[src/rtl/vga_write_arbiter.sv]
// Round-robin owner of the VGA pixel-write port: 1-cycle grant latency, 1-cycle pixel latency, one idle bubble between owners.
// Optional VGA_ARB_TIMEOUT_EN releases an owner after MAX_HOLD grant cycles when another requester is waiting.
module vga_write_arbiter #(
  parameter int N_REQ    = 4,
  parameter int X_W      = 8,
  parameter int Y_W      = 7,
  parameter int COLOR_W  = 3,
  parameter int SCREEN_W = 160,
  parameter int SCREEN_H = 120,
  parameter int MAX_HOLD = 64
) (
  input  logic                     clock,
  input  logic                     resetn,
  input  logic                     enable,
  input  logic [N_REQ-1:0]         req,
  input  logic [N_REQ-1:0]         req_plot,
  input  logic [N_REQ*X_W-1:0]     req_x,
  input  logic [N_REQ*Y_W-1:0]     req_y,
  input  logic [N_REQ*COLOR_W-1:0] req_colour,
  output logic [N_REQ-1:0]         gnt,
  output logic [X_W-1:0]           vga_x,
  output logic [Y_W-1:0]           vga_y,
  output logic [COLOR_W-1:0]       vga_colour,
  output logic                     vga_plot
);

  localparam int IDX_W = (N_REQ > 1) ? $clog2(N_REQ) : 1;
  localparam logic [IDX_W-1:0] LAST_RST = IDX_W'(N_REQ - 1);
  localparam logic [X_W:0] X_LIM = (X_W + 1)'(SCREEN_W);
  localparam logic [Y_W:0] Y_LIM = (Y_W + 1)'(SCREEN_H);

  if (N_REQ < 2 || N_REQ > 8 || MAX_HOLD < 2) begin : g_bad_param
    $error("vga_write_arbiter: unsupported parameter set");
  end

  typedef enum logic {IDLE = 1'b0, BUSY = 1'b1} state_t;

  state_t             state_q, state_d;
  logic [IDX_W-1:0]   owner_q, owner_d;
  logic [IDX_W-1:0]   last_q, last_d;
  logic [N_REQ-1:0]   gnt_q, gnt_d;
  logic [X_W-1:0]     vga_x_q, vga_x_d;
  logic [Y_W-1:0]     vga_y_q, vga_y_d;
  logic [COLOR_W-1:0] vga_colour_q, vga_colour_d;
  logic               vga_plot_q, vga_plot_d;

  logic [IDX_W-1:0]   sel_idx;
  logic               sel_found;
  logic               start;
  logic               release_now;
  logic               timeout;
  logic [X_W-1:0]     pix_x;
  logic [Y_W-1:0]     pix_y;
  logic [COLOR_W-1:0] pix_colour;
  logic               in_range;

  // Rotating priority: scan starts just after the previous owner.
  always_comb begin
    sel_idx   = last_q;
    sel_found = 1'b0;
    for (int k = 1; k <= N_REQ; k++) begin
      int cand;
      cand = int'(last_q) + k;
      if (cand >= N_REQ) cand = cand - N_REQ;
      if (!sel_found && req[cand]) begin
        sel_idx   = IDX_W'(cand);
        sel_found = 1'b1;
      end
    end
  end

  assign start       = (state_q == IDLE) && enable && sel_found;
  assign release_now = !req[owner_q] || !enable || timeout;

  assign pix_x      = req_x[owner_q*X_W +: X_W];
  assign pix_y      = req_y[owner_q*Y_W +: Y_W];
  assign pix_colour = req_colour[owner_q*COLOR_W +: COLOR_W];
  assign in_range   = ({1'b0, pix_x} < X_LIM) && ({1'b0, pix_y} < Y_LIM);

`ifdef VGA_ARB_TIMEOUT_EN
  localparam int CNT_W = $clog2(MAX_HOLD);
  localparam logic [CNT_W-1:0] CNT_MAX = CNT_W'(MAX_HOLD - 1);

  logic [CNT_W-1:0] hold_cnt_q, hold_cnt_d;
  logic [N_REQ-1:0] owner_oh;

  assign owner_oh = {{(N_REQ-1){1'b0}}, 1'b1} << owner_q;
  // Only yield when someone else is actually waiting.
  assign timeout  = (hold_cnt_q == CNT_MAX) && |(req & ~owner_oh);

  always_comb begin
    hold_cnt_d = hold_cnt_q;
    if (start) begin
      hold_cnt_d = '0;
    end else if (state_q == BUSY && hold_cnt_q != CNT_MAX) begin
      hold_cnt_d = hold_cnt_q + 1'b1;
    end
  end

  always_ff @(posedge clock or negedge resetn) begin
    if (!resetn) hold_cnt_q <= '0;
    else         hold_cnt_q <= hold_cnt_d;
  end
`else
  assign timeout = 1'b0;
`endif

  always_ff @(posedge clock or negedge resetn) begin
    if (!resetn) state_q <= IDLE;
    else         state_q <= state_d;
  end

  always_comb begin
    state_d = state_q;
    case (state_q)
      IDLE: if (start) state_d = BUSY;
      BUSY: if (release_now) state_d = IDLE;
    endcase
  end

  always_comb begin
    owner_d      = owner_q;
    last_d       = last_q;
    gnt_d        = gnt_q;
    vga_x_d      = vga_x_q;
    vga_y_d      = vga_y_q;
    vga_colour_d = vga_colour_q;
    vga_plot_d   = 1'b0;
    case (state_q)
      IDLE: begin
        if (start) begin
          owner_d = sel_idx;
          gnt_d   = {{(N_REQ-1){1'b0}}, 1'b1} << sel_idx;
        end
      end
      BUSY: begin
        // The release-cycle pixel is still forwarded since gnt was high for it.
        vga_x_d      = pix_x;
        vga_y_d      = pix_y;
        vga_colour_d = pix_colour;
        vga_plot_d   = req_plot[owner_q] && in_range;
        if (release_now) begin
          gnt_d  = '0;
          last_d = owner_q;
        end
      end
    endcase
  end

  always_ff @(posedge clock or negedge resetn) begin
    if (!resetn) begin
      owner_q      <= '0;
      last_q       <= LAST_RST;
      gnt_q        <= '0;
      vga_x_q      <= '0;
      vga_y_q      <= '0;
      vga_colour_q <= '0;
      vga_plot_q   <= 1'b0;
    end else begin
      owner_q      <= owner_d;
      last_q       <= last_d;
      gnt_q        <= gnt_d;
      vga_x_q      <= vga_x_d;
      vga_y_q      <= vga_y_d;
      vga_colour_q <= vga_colour_d;
      vga_plot_q   <= vga_plot_d;
    end
  end

  assign gnt        = gnt_q;
  assign vga_x      = vga_x_q;
  assign vga_y      = vga_y_q;
  assign vga_colour = vga_colour_q;
  assign vga_plot   = vga_plot_q;

endmodule

[config.mk]
export PLATFORM = sky130hd
export DESIGN_NAME = vga_write_arbiter
export DESIGN_NICKNAME = d
export VERILOG_FILES = /design/src/rtl/vga_write_arbiter.sv
export SDC_FILE = /design/constraint.sdc
export NUM_CORES = 1
export LEC_CHECK = 0
export ABC_CLOCK_PERIOD_IN_PS = 5300
export CORE_ASPECT_RATIO = 1.25
export CORE_MARGIN = 8
export CORE_UTILIZATION = 39
export CTS_CLUSTER_DIAMETER = 120
export DETAILED_ROUTE_END_ITERATION = 8
export PLACE_DENSITY = 0.82
export SLEW_MARGIN = 20
export SYNTH_ARGS = -nofsm -noshare
export SYNTH_HDL_FRONTEND = slang
export SYNTH_SLANG_ARGS = --single-unit
[constraint.sdc]
create_clock -name clock -period 5.3 [get_ports clock]
set_input_delay 0.795 -clock clock [delete_from_list [all_inputs] [get_ports clock]]
set_output_delay 0.795 -clock clock [all_outputs]
set_load 0.01 [all_outputs]
# Yosys cells after proc, flatten, opt, wreduce, memory -nomap -nowiden

Index checks and enable logic that the tools add are counted.

Register bits after elaboration: 28
Latch bits: 0
Memory bits (writable): 0
ROM bits: 0
Input bits: 83
Output and inout port bits: 23
Word-level logic and storage cells: 87
Memories kept: 0

Add/subtract/negate cells: 8
Multipliers: 2
Divide/modulo/power cells: 0
$lt $le $gt $ge: 11
Eq/ne operators: 2
Shift operators: 4
Mux-type cells: 35
Bitwise operators: 1
Reduce and logical (&&, ||, !) cells: 16

Operators by type and width:

| cell                                                              | number |
|---|---|
| less-than comparator 32 x 4 -> 1 bit, second input constant       | 4 |
| two-way mux 32 bit                                                | 4 |
| variable part select 32 x 6 -> 8 bit                              | 1 |
| variable part select 28 x 6 -> 7 bit                              | 1 |
| two-way mux 1 bit                                                 | 17 |
| binary-select mux 1 bit (select 2 bit)                            | 6 |
| variable part select 12 x 5 -> 3 bit                              | 1 |
| subtractor 3 x 3 -> 4 bit, second input constant                  | 3 |
| greater-or-equal comparator 3 bit, second input constant          | 3 |
| less-than comparator 8 bit, second input constant                 | 1 |
| two-way mux 2 bit                                                 | 4 |
| two-way mux 4 bit                                                 | 2 |
| one-hot mux 4 bit (2 select lines)                                | 1 |
| logical AND 1 bit                                                 | 7 |
| less-than comparator 7 bit, second input constant                 | 1 |
| adder 2 x 2 -> 3 bit, second input constant                       | 2 |
| AND reduction 2 bit                                               | 3 |
| logical NOT 1 bit                                                 | 5 |
| multiplier 2 x 3 -> 5 bit, second input constant                  | 1 |
| subtractor 4 x 3 -> 5 bit, second input constant                  | 1 |
| adder 2 x 3 -> 4 bit, second input constant                       | 1 |
| greater-or-equal comparator 4 x 3 -> 1 bit, second input constant | 1 |
| multiplier 2 x 2 -> 4 bit, second input constant                  | 1 |
| left shift 1 x 2 -> 4 bit, first input constant                   | 1 |
| 7 further kinds                                                   | 7 |

# Longest topological paths before layout

Gate-level depths: netlist of the first run.

Depth in word-level cells: 19
Mapped depth: 5
Gate-level depth less buffers: 4

# Worst setup path after synthesis of the first run

No wires, ideal clock.

Path kind: input to register
Start: input port req[1]
End: register gnt_q[0], in the netlist gnt[0]
Setup time: 0.121 ns
Arrival: 1.960 ns
Data required time: 5.179 ns
Slack: 3.219 ns
Stages: 5
Buffers on the path: 1
Cell sequence: or4_1 > and3b_1 > buf_6 > o21a_4 > a22o_1

Word-level cells in the longest chain between the ends: 16
Elaborated cells on any way between the ends: 37
Those cells by class: eq/ne (2); shift (1); mux (24); reduce/logical (10)

RTL lines:

| item                                                                             | line    | RTL |
|---|---|---|
| from (decl)                                                                      | 15      | `input logic [N_REQ-1:0] req,` |
| binary-select mux 1 bit (select 2 bit)                                           | 65      | `if (!sel_found && req[cand]) begin` |
| two-way mux 1 bit (implied by the code) (2 in series)                            | 65      |  |
| two-way mux 1 bit                                                                | 65      |  |
| logical NOT 1 bit                                                                | 65      |  |
| logical AND 1 bit                                                                | 65      |  |
| two-way mux 1 bit                                                                | 65      |  |
| logical NOT 1 bit                                                                | 65      |  |
| logical AND 1 bit                                                                | 65      |  |
| two-way mux 1 bit                                                                | 65      |  |
| logical NOT 1 bit                                                                | 65      |  |
| logical AND 1 bit                                                                | 65      |  |
| two-way mux 2 bit / two-way mux 1 bit (equally long branches)                    | 65      |  |
| left shift 1 x 2 -> 4 bit / logical AND 1 bit (equally long branches)            | 133, 72 |  |
| two-way mux 4 bit / != test 2 bit (equally long branches)                        | n/a     |  |
| one-hot mux 4 bit (2 select lines) / AND reduction 2 bit (equally long branches) | n/a     |  |
| to (signal assigned)                                                             | 162     | `gnt_q <= gnt_d;` |
| to (decl)                                                                        | 41      | `logic [N_REQ-1:0] gnt_q, gnt_d;` |

Parallel ways exist; a longest one is shown, timed or not. The select of a mux whose other input is x is not followed.
A chain may end at the register's enable or synchronous reset.

# Worst setup path in the final report of the first run

Start: register owner_q[1]
End: register last_q[0]

Word-level cells in the longest chain between the ends: 5

RTL lines:

| item                                    | line | RTL |
|---|---|---|
| from (decl)                             | 39   | `logic [IDX_W-1:0] owner_q, owner_d;` |
| from (signal assigned)                  | 160  | `owner_q <= owner_d;` |
| binary-select mux 1 bit (select 2 bit)  | 73   | `assign release_now = !req[owner_q] \|\| !enable \|\| timeout;` |
| two-way mux 1 bit (implied by the code) | 73   |  |
| logical NOT 1 bit                       | 73   |  |
| logical OR 1 bit                        | 73   |  |
| AND reduction 2 bit (no source line)    | n/a  |  |
| to (signal assigned)                    | 161  | `last_q <= last_d;` |
| to (decl)                               | 40   | `logic [IDX_W-1:0] last_q, last_d;` |

Every way passes these cells. The select of a mux whose other input is x is not followed.

==> results of run 1 <==
[logic make-up (layout without fill, tap and decap cells)]
group           Yosys count  count (layout)  share of synthesized area
compound gates           11              11                     0.0543
buf+inv                   8             111                     0.0260
flops                    28              28                      0.430
mux                      42              42                      0.425
simple gates             19              19                     0.0650
[sequential cells by signal (all words and copies together) (netlist names)]
register,flops
last_q,2
state_q,1
vga_colour,3
vga_y,7
vga_plot,1
gnt,4
vga_x,8
owner_q,2
[Yosys cell counts, drive strengths merged, types with 2 or more instances]
cell type	count	share of area
mux2i	2	0.012
a22o	2	0.011
dfrtp	26	0.40
a32o	2	0.012
buf	4	0.017
dfstp	2	0.032
nor3	3	0.0092
mux2	20	0.14
clkbuf	4	0.0092
nor2b	2	0.0076
and3b	2	0.011
a21oi	3	0.0092
nor2	6	0.015
mux4	20	0.28
[through the flow]
step / hold WS (ns) / instance area, um2
2_1_floorplan: 0.499 / 1640
3_3_place_gp: 0.482 / 2730
3_5_place_dp: 0.495 / 2730
4_1_cts: 0.517 / 2800
5_1_grt: 0.543 / 2800
6_report: 0.515 / 2800
[worst max-delay path by stage]
stage | start | to | cells after the start
after floorplan | req[1] | gnt[0] | 5
after global routing | owner_q[0] | vga_plot | 5
after CTS | owner_q[1] | last_q[0] | 3
final | owner_q[1] | last_q[0] | 3
after global placement | req[1] | gnt[0] | 5
after detailed placement | req[1] | gnt[0] | 5
[where the power goes]
group / leakage [uW] / internal, uW / total [uW] / switching [uW]
Clock: 0.0000357 / 101 / 167 / 65.8
Sequential: 0.000332 / 320 / 442 / 122
Combinational: 0.000712 / 446 / 667 / 221
[metal layers]
metal	wire [um]	up-vias	share of wire	track usage
met2	2620	83	0.48	0.292
met1	2190	722	0.41	0.191
met3	510	8	0.094	0.0544
met5	0	-	0	0
li1	-	640	-	-
met4	87	0	0.016	0.0710
[layout make-up]
| type | instances | area (um2) |
|---|---|---|
| fillers | 297 | 1260 |
| repair buffers | 107 | 1070 |
| multi-input cells | 72 | 891 |
| clock buffers | 3 | 41.3 |
| flip-flops and latches | 28 | 703 |
| well taps | 56 | 70.1 |
| clock inverters | 1 | 30.0 |
==> results.md, run 1 <==
* Initial DRC count at 24
* Worst relative slew slack at 0.357
* Most used DFF post-synth: dfrtp_1
* Layout Nets at slightly below 300
* Final non-filler cell total at 267
* Crit path max-delay family: flip-flops
* Die Y at around 90 um
* Peak VDD IR at 0.260 mV
* Die footprint at 0.00654 mm2
* Hold EP: vga_colour[1]
* Worst Slack Setup Final at approximately 2.9 ns
* Mapped Avg Cell Area at 15.2 um2
* Setup TNS at 0 ns
* DR vias/cell at between 5 and 6
* Initial core utilization at 0.402
* Num rows at 26
* Slowest CP cell: dfrtp_1
* Crit share post-route at 0.447
* Worst-margin pin slew at 0.964 ns
* YS warnings at 0
* Status: finished, final reports clean
* Average wire per standard cell at 20.3 um
* Via count at 1453
* FF-to-FF End: last_q[0]
* Post-Synthesis Cells at 108
* DRC at 0
* Critical R2R Launch: owner_q[1]
* Most common cell after layout, fill and taps aside: clkdlybuf4s50_1
* Placeable Area at 0.00407 mm2
* GRT Util Overall at 0.171
* Cts bufs inserted at 3
* CTS resizes at 0
* CTS clk-pin slew, worst paths at 0.10 ns
* Ports at 106
* Core Util, Final at 0.689
* WP data arrival at 2.58 ns
* Hold_buf cts at 0
* Worst-Skew Late Latency at around 0.27 ns
* Max H-tree Level at 1
* CP max FO at 22
* RSZ-0062 raised after global routing: false
* Worst-path cell chain: mux4_2 -> a21boi_1 -> mux2_2
* Pwr/cell area at 455 mW/mm2
* Total grt overflow at 0
* Clock Root Buffer: clkbuf_8
* Ys async rst share at 1.00
* Sequential area share after synthesis at 0.430
* Max Freq at about 420 MHz
* Leak at 0.00108 uW
* Final Hold Viols at 0
* Gpl congestion at 0.824
* IO buf count at between 100 and 150
* Largest net degree at the start of global routing at 29
* Count of final setup violators at 0
* Max-slew violation count at 0
* Crit path largest cell delay at approximately 0.99 ns
* WL final at 5410 um
* Initial antenna violation count at 0
* Post-synth EDFFs at 0
* Setup WS pre-CTS at 2.67 ns
* Seq cells post-synth at 28
* Post-CTS setup repair buffer count at 0
* Vias in the first global route at 1633
* Clock Skew at 0.00696 ns
* Buf+Inv Stages, Crit Path at 0
* Clk sinks at 28
* Pwr Total at 1280 uW
* Ratio of cells with drive above 1 in the final layout at 0.237
* Post-DP HPWL at 4420 um
* DIE WIDTH at between 70 and 80 um
* Post-route ant nets at 0
* Pre-antenna DRT Iters at 4
* Endpoint type of the worst setup path: register
* Worst Reg-to-Reg Cells at 3
* First-pass GRT wire length at around 8500 um
* Post-Syn Area at 0.00164 mm2
* Layout Area Growth over Synthesis at 71.2%
* Worst hold start: vga_colour[1]
* CTS tree: built
* Library cells used by synthesis at 28
* Worst-case clock buffer depth at 2
* Hold Path Class: reg2reg
* Min Clock Period, post-route at 2.37 ns
* # diodes at 0
* Max cap viols at 0
* Commonest non-fill, non-tap cells in the layout: 105 x clkdlybuf4s50_1, 26 x dfrtp_1, 20 x mux4_2, 20 x mux2_2, 5 x nor2_1
* Nature of the critical path startpoint: register
* R2R Setup Slk at roughly 2.9 ns
* Worst Path Class, Setup: reg2reg
* Hold path depth at 1
* Post-Syn Nets at around 190
* Placed cells at roughly 260
* CP required at 5.51 ns
Note: power is estimated with default switching activity, not from simulation.
==> run 2: changes to the inputs <==
- ABC_CLOCK_PERIOD_IN_PS: 5300 -> 2370
- CORE_UTILIZATION: 39 -> 36
- PLACE_DENSITY: 0.82 -> 0.76
- clock period: 5.3 -> 2.37 ns (I/O delays scaled with it)
==> run 2 against run 1 <==
Critical path depth is the same. Largest power group unchanged. Sequential power grew 100%. Global-route usage shrank 1.2 points. Maximum frequency grew 22%. Largest cell class unchanged. Critical endpoint is now vga_y[4].
==> results.md, run 2 (synthesis gave the netlist of run 1 again) <==
* Status: finished, final reports clean
* DRC at 0 (unchanged)
* DP Area at 0.00276 mm2 (+0.92%)
* Post-route ant nets at 0 (unchanged)
* Worst hold slack at 0.459 ns (-0.0562 ns)
* Die footprint at 0.00697 mm2 (+6.7%)
* Layout Area Growth over Synthesis at 71.1% (about the same)
* Placeable Area at 0.00439 mm2 (+8.0%)
* Ports at 106 (unchanged)
* Count of final setup violators at 0 (unchanged)
* First-pass GRT wire length at 8840 um (+3.9%)
* Num rows at 27 (+3.8%)
* Placed cells at 268 (+1.9%)
* DR vias/cell at 5.23 (-3.9%)
* Pwr/cell area at 989 mW/mm2 (+120%)
* Max cap viols at 0 (unchanged)
* CP max FO at 10 (-55%)
* Crit share post-route at 0.817 (+0.370)
* Clock Skew at 0.00489 ns (-0.00208 ns)
* CTS clk-pin slew, worst paths at 0.10 ns (about the same)
* Via count at 1422 (-2.1%)
* Clk sinks at 28 (unchanged)
* Largest net degree at the start of global routing at 29 (unchanged)
* Cts bufs inserted at 3 (unchanged)
* Endpoint type of the worst setup path: register
* Largest register FFs at 8 (unchanged)
* # diodes at 0 (unchanged)
* Worst-case clock buffer depth at 2 (unchanged)
* Max H-tree Level at 1 (unchanged)
* IO buf count at 105 (unchanged)
* Worst-Skew Late Latency at 0.27 ns (about the same)
* Layout Nets at 298 (+1.0%)
* Final non-filler cell total at 272 (+1.9%)
* Gpl congestion at 0.738 (-10%)
* Clock Root Buffer: clkbuf_8
* Nature of the critical path startpoint: register
* Average wire per standard cell at 20.3 um (about the same)
* CTS resizes at 0 (unchanged)
* Fillers at 359 (+21%)
* Max Freq at 516 MHz (+22%)
* Crit path largest cell delay at 0.68 ns (-0.31 ns)
* Vias in the first global route at 1651 (+1.1%)
* DIE WIDTH at 76.3 um (+3.2%)
* GRT Util Overall at 0.159 (-0.0125)
* Commonest non-fill, non-tap cells in the layout: 105 x clkdlybuf4s50_1, 26 x dfrtp_1, 20 x mux4_2, 20 x mux2_2
* Post-CTS setup repair buffer count at 0 (unchanged)
* Ratio of cells with drive above 1 in the final layout at 0.243 (+0.00602)
* WL final at 5520 um (+1.9%)
* Setup TNS at 0 ns (unchanged)
* Initial antenna violation count at 0 (unchanged)
* WP data arrival at 2.10 ns (-0.48 ns)
* Die Y at 91.4 um (+3.3%)
* Most common cell after layout, fill and taps aside: clkdlybuf4s50_1
* Slowest CP cell: dfrtp_1
* Hold_buf cts at 0 (unchanged)
* Initial DRC count at 38 (+58%)
* CP required at 2.53 ns (-2.98 ns)
* Pre-antenna DRT Iters at 4 (unchanged)
* Post-DP HPWL at 4590 um (+3.8%)
* Leak at 0.00108 uW (+0.12%)
* Min Clock Period, post-route at 1.94 ns (-0.432 ns)
* CTS tree: built
* Hold Path Class: in2async
* RSZ-0062 raised after global routing: false
* Max-slew violation count at 0 (unchanged)
* Initial core utilization at 0.373 (-0.0298)
* Core Util, Final at 0.638 (-0.0513)
* Worst relative slew slack at 0.656 (+0.299)
* Design Area, Final at 0.00280 mm2 (about the same)
* Total grt overflow at 0 (unchanged)
* Worst-margin pin slew at 0.516 ns (-0.448 ns)
* Worst-path cell chain: buf_4 -> mux4_2 -> mux2_2
* Final Hold Viols at 0 (unchanged)
* Peak VDD IR at 0.584 mV (+130%)
* Worst Path Class, Setup: reg2reg
## run 2: changes by cell type in the layout (fill, tap and decap cells not counted), sizes merged
cell / change
buf: +3
bufinv: -1
clkbuf: +1
## run 2: metal layers
metal  wire [um]  GRT usage  vias up
li1            -          -      642
met1        2040      0.169      701
met2        2910      0.286       71
met3         462     0.0542        8
met4         105     0.0531        0
met5           0          0        -
## run 2: area by class of cell
type                    instances  area, um2  area share
flip-flops and latches         28        703       0.251
well taps                      58       72.6      0.0259
clock buffers                   4       45.0      0.0161
repair buffers                110       1090       0.389
multi-input cells              72        891       0.318
## run 2: critical path, delay by kind of cell (launching register included)
kind	cells	cell delay [ns]
buf+inv	1	0.33
flops	1	0.68
mux	2	0.83
## run 2: power breakdown
group          switching (uW)  internal, uW
Sequential                186           719
Combinational             587          1010
Clock                     145           120
Total                     918          1850
## run 2: worst paths after layout
check,start,to,slack (ns),cells past startpoint
worst max-delay path,owner_q[0],vga_y[4],0.43,3
worst min-delay path,resetn,vga_y[0],0.46,2
worst max register to register,owner_q[0],vga_y[4],0.43,3
worst min register to register,gnt[2],gnt[2],0.51,1
max in group asynchronous,resetn,last_q[1],1.59,2
min in group clock,gnt[2],gnt[2],0.51,1
## run 2: per-stage QoR
step,setup WS [ns],total power (uW)
3_5_place_dp,0.176,2530
3_3_place_gp,0.240,2480
4_1_cts,0.418,2800
2_1_floorplan,0.709,1790
5_1_grt,0.317,2960
6_report,0.433,2770
==> run 3: changes to the inputs <==
- ABC_CLOCK_PERIOD_IN_PS: 2370 -> 1600
- CORE_UTILIZATION: 36 -> 33
- PLACE_DENSITY: 0.76 -> 0.73
- clock period: 2.37 -> 1.6 ns (I/O delays scaled with it)
==> run 3 against run 2 <==
Count of clock-buffer cells in the layout unchanged. Wire length up 3.1%. Critical path depth up 1. Hold slack worse by 0.13 ns. Sequential share of layout area down 1.4 points.
==> results.md, run 3 (synthesis gave the netlist of run 1 again) <==
* P_int at 3010 uW (+63%)
* Largest register FFs at 8 (unchanged)
* CP required at 1.76 ns (-0.77 ns)
* CTS clk-pin slew, worst paths at 0.09 ns (about the same)
* Worst-margin pin slew at 0.384 ns (-0.133 ns)
* Ratio of cells with drive above 1 in the final layout at 0.319 (+0.0756)
* Clock Root Buffer: clkbuf_8
* Num rows at 28 (+3.7%)
* Sequential power share at 0.291 (-0.035)
* Clk sinks at 28 (unchanged)
* Max cap viols at 0 (unchanged)
* Setup TNS at 0 ns (unchanged)
* Slowest CP cell: mux4_2
* Max-slew violation count at 0 (unchanged)
* Nature of the critical path startpoint: register
* # diodes at 0 (unchanged)
* Post-route ant nets at 0 (unchanged)
* Worst-Skew Late Latency at 0.27 ns (about the same)
* Crit share post-route at 0.997 (+0.180)
* Pwr/cell area at 1500 mW/mm2 (+52%)
* Count of final setup violators at 0 (unchanged)
* Die footprint at 0.00748 mm2 (+7.3%)
* Worst Path Class, Setup: reg2reg
* Hold Path Class: in2async
* First-pass GRT wire length at 8680 um (-1.8%)
* WL final at 5690 um (+3.1%)
* Commonest non-fill, non-tap cells in the layout: 102 x clkdlybuf4s50_1, 25 x dfrtp_1, 20 x mux4_2, 18 x mux2_2, 11 x buf_4
* IO buf count at 105 (unchanged)
* Worst relative slew slack at 0.742 (+0.0864)
* Initial DRC count at 13 (-66%)
* DR vias/cell at 5.08 (-2.9%)
* CTS tree: built
* Die Y at 94.7 um (+3.7%)
* Worst-path cell chain: mux4_2 -> a21boi_4 -> nor2_2 -> a32o_1
* Endpoint type of the worst setup path: register
* Crit path largest cell delay at 0.56 ns (-0.12 ns)
* DRC at 0 (unchanged)
* Clock Skew at 0.00643 ns (+0.00155 ns)
* Average wire per standard cell at 19.9 um (-2.0%)
* Worst-case clock buffer depth at 2 (unchanged)
* Placeable Area at 0.00476 mm2 (+8.5%)
* Setup WS pre-CTS at -0.434 ns (-0.610 ns)
* DIE WIDTH at 79.0 um (+3.5%)
* Largest net degree at the start of global routing at 29 (unchanged)
* RSZ-0062 raised after global routing: true
* Max Freq at 627 MHz (+21%)
* WP data arrival at 1.75 ns (-0.35 ns)
* Layout Area Growth over Synthesis at 81.5%
* Worst Slack Setup Final at 0.00512 ns (-0.428 ns)
* GRT Util Overall at 0.148 (-0.0114)
* Pre-antenna DRT Iters at 4 (unchanged)
* Hold_buf cts at 0 (unchanged)
* Worst hold slack at 0.330 ns (-0.129 ns)
* DP Area at 0.00284 mm2 (+3.1%)
* Max H-tree Level at 1 (unchanged)
* Sw Share at 0.324 (-0.00692)
* CP max FO at 4 (-6)
* Via count at 1452 (+2.1%)
* Post-DP HPWL at 4660 um (+1.6%)
* Ports at 106 (unchanged)
* Status: finished, final reports clean
* Layout Nets at 310 (+4.0%)
* Clock power share at 0.086 (-0.010)
* Cts bufs inserted at 3 (unchanged)
* Gpl congestion at 0.790 (+7.1%)
* Peak VDD IR at 0.722 mV (+23%)
* Final Hold Viols at 0 (unchanged)
* Fillers at 388 (+8.1%)
* Leak at 0.00117 uW (+8.4%)
* Total grt overflow at 0 (unchanged)
* Most common cell after layout, fill and taps aside: clkdlybuf4s50_1
* Design Area, Final at 0.00297 mm2 (+6.1%)
* Initial antenna violation count at 0 (unchanged)
* Vias in the first global route at 1706 (+3.3%)
* Logic pwr share at 0.623 (+0.045)
* Min Clock Period, post-route at 1.59 ns (-0.342 ns)
* Initial core utilization at 0.343 (-0.0292)
* Switching pwr at 1450 uW (+58%)
[run 3: changes by cell type in the layout (fill, tap and decap cells not counted), sizes merged]
| cell | delta |
|---|---|
| buf | +12 |
| clkdlybuf4s50 | -3 |
| dlygate4sd2 | +3 |
[run 3: layer usage]
metal	wire (um)	part of all wire	global-route usage
met4	59	0.010	0.0341
met1	2220	0.39	0.170
met3	381	0.067	0.0418
met5	0	0	0
met2	3030	0.53	0.263
[run 3: path summary, 6_finish.rpt]
check,startpoint,endpoint,slack (ns),cells after the start
worst min register to register,vga_x[2],vga_x[2],0.51,1
worst min-delay path,resetn,vga_colour[2],0.33,2
max in group asynchronous,resetn,last_q[1],0.95,2
min in group clock,vga_x[2],vga_x[2],0.51,1
worst max-delay path,owner_q[1],gnt[2],0.005,4
worst max register to register,owner_q[1],gnt[2],0.005,4
[run 3: repair_timing]
item,CTS,global route
pin swaps,2,3
buffers inserted,1,2
gates cloned,0,0
setup endpoints to repair,10,19
resized for setup,7,13
[run 3: final cells by class]
type | count | area (um2) | area share
clock buffers | 4 | 45.0 | 0.0152
multi-input cells | 72 | 936 | 0.315
flip-flops and latches | 28 | 704 | 0.237
well taps | 60 | 75.1 | 0.0253
repair buffers | 122 | 1210 | 0.407
[run 3: power by group through the flow]
stage	logic (uW)	registers [uW]	clock network [uW]
6_report	2780	1300	384
3_5_place_dp	2610	1300	0
2_1_floorplan	1270	1390	0
5_1_grt	2970	1350	435
4_1_cts	2670	1290	404
3_3_place_gp	2560	1290	0
[run 3: through the flow]
step | cells | power [uW] | util
2_1_floorplan | 108 | 2660 | -
3_3_place_gp | 279 | 3850 | 0.596
3_5_place_dp | 279 | 3910 | 0.596
4_1_cts | 284 | 4360 | 0.609
5_1_grt | 286 | 4750 | 0.623
6_report | 286 | 4460 | 0.623
[run 3: critical path: cells and delay by family, from the launching register on]
family,cells,cell delay (ns)
multiplexers,1,0.56
AND/OR/NAND/NOR,1,0.08
flip-flops,1,0.42
AO/OA/AOI/OAI,2,0.43
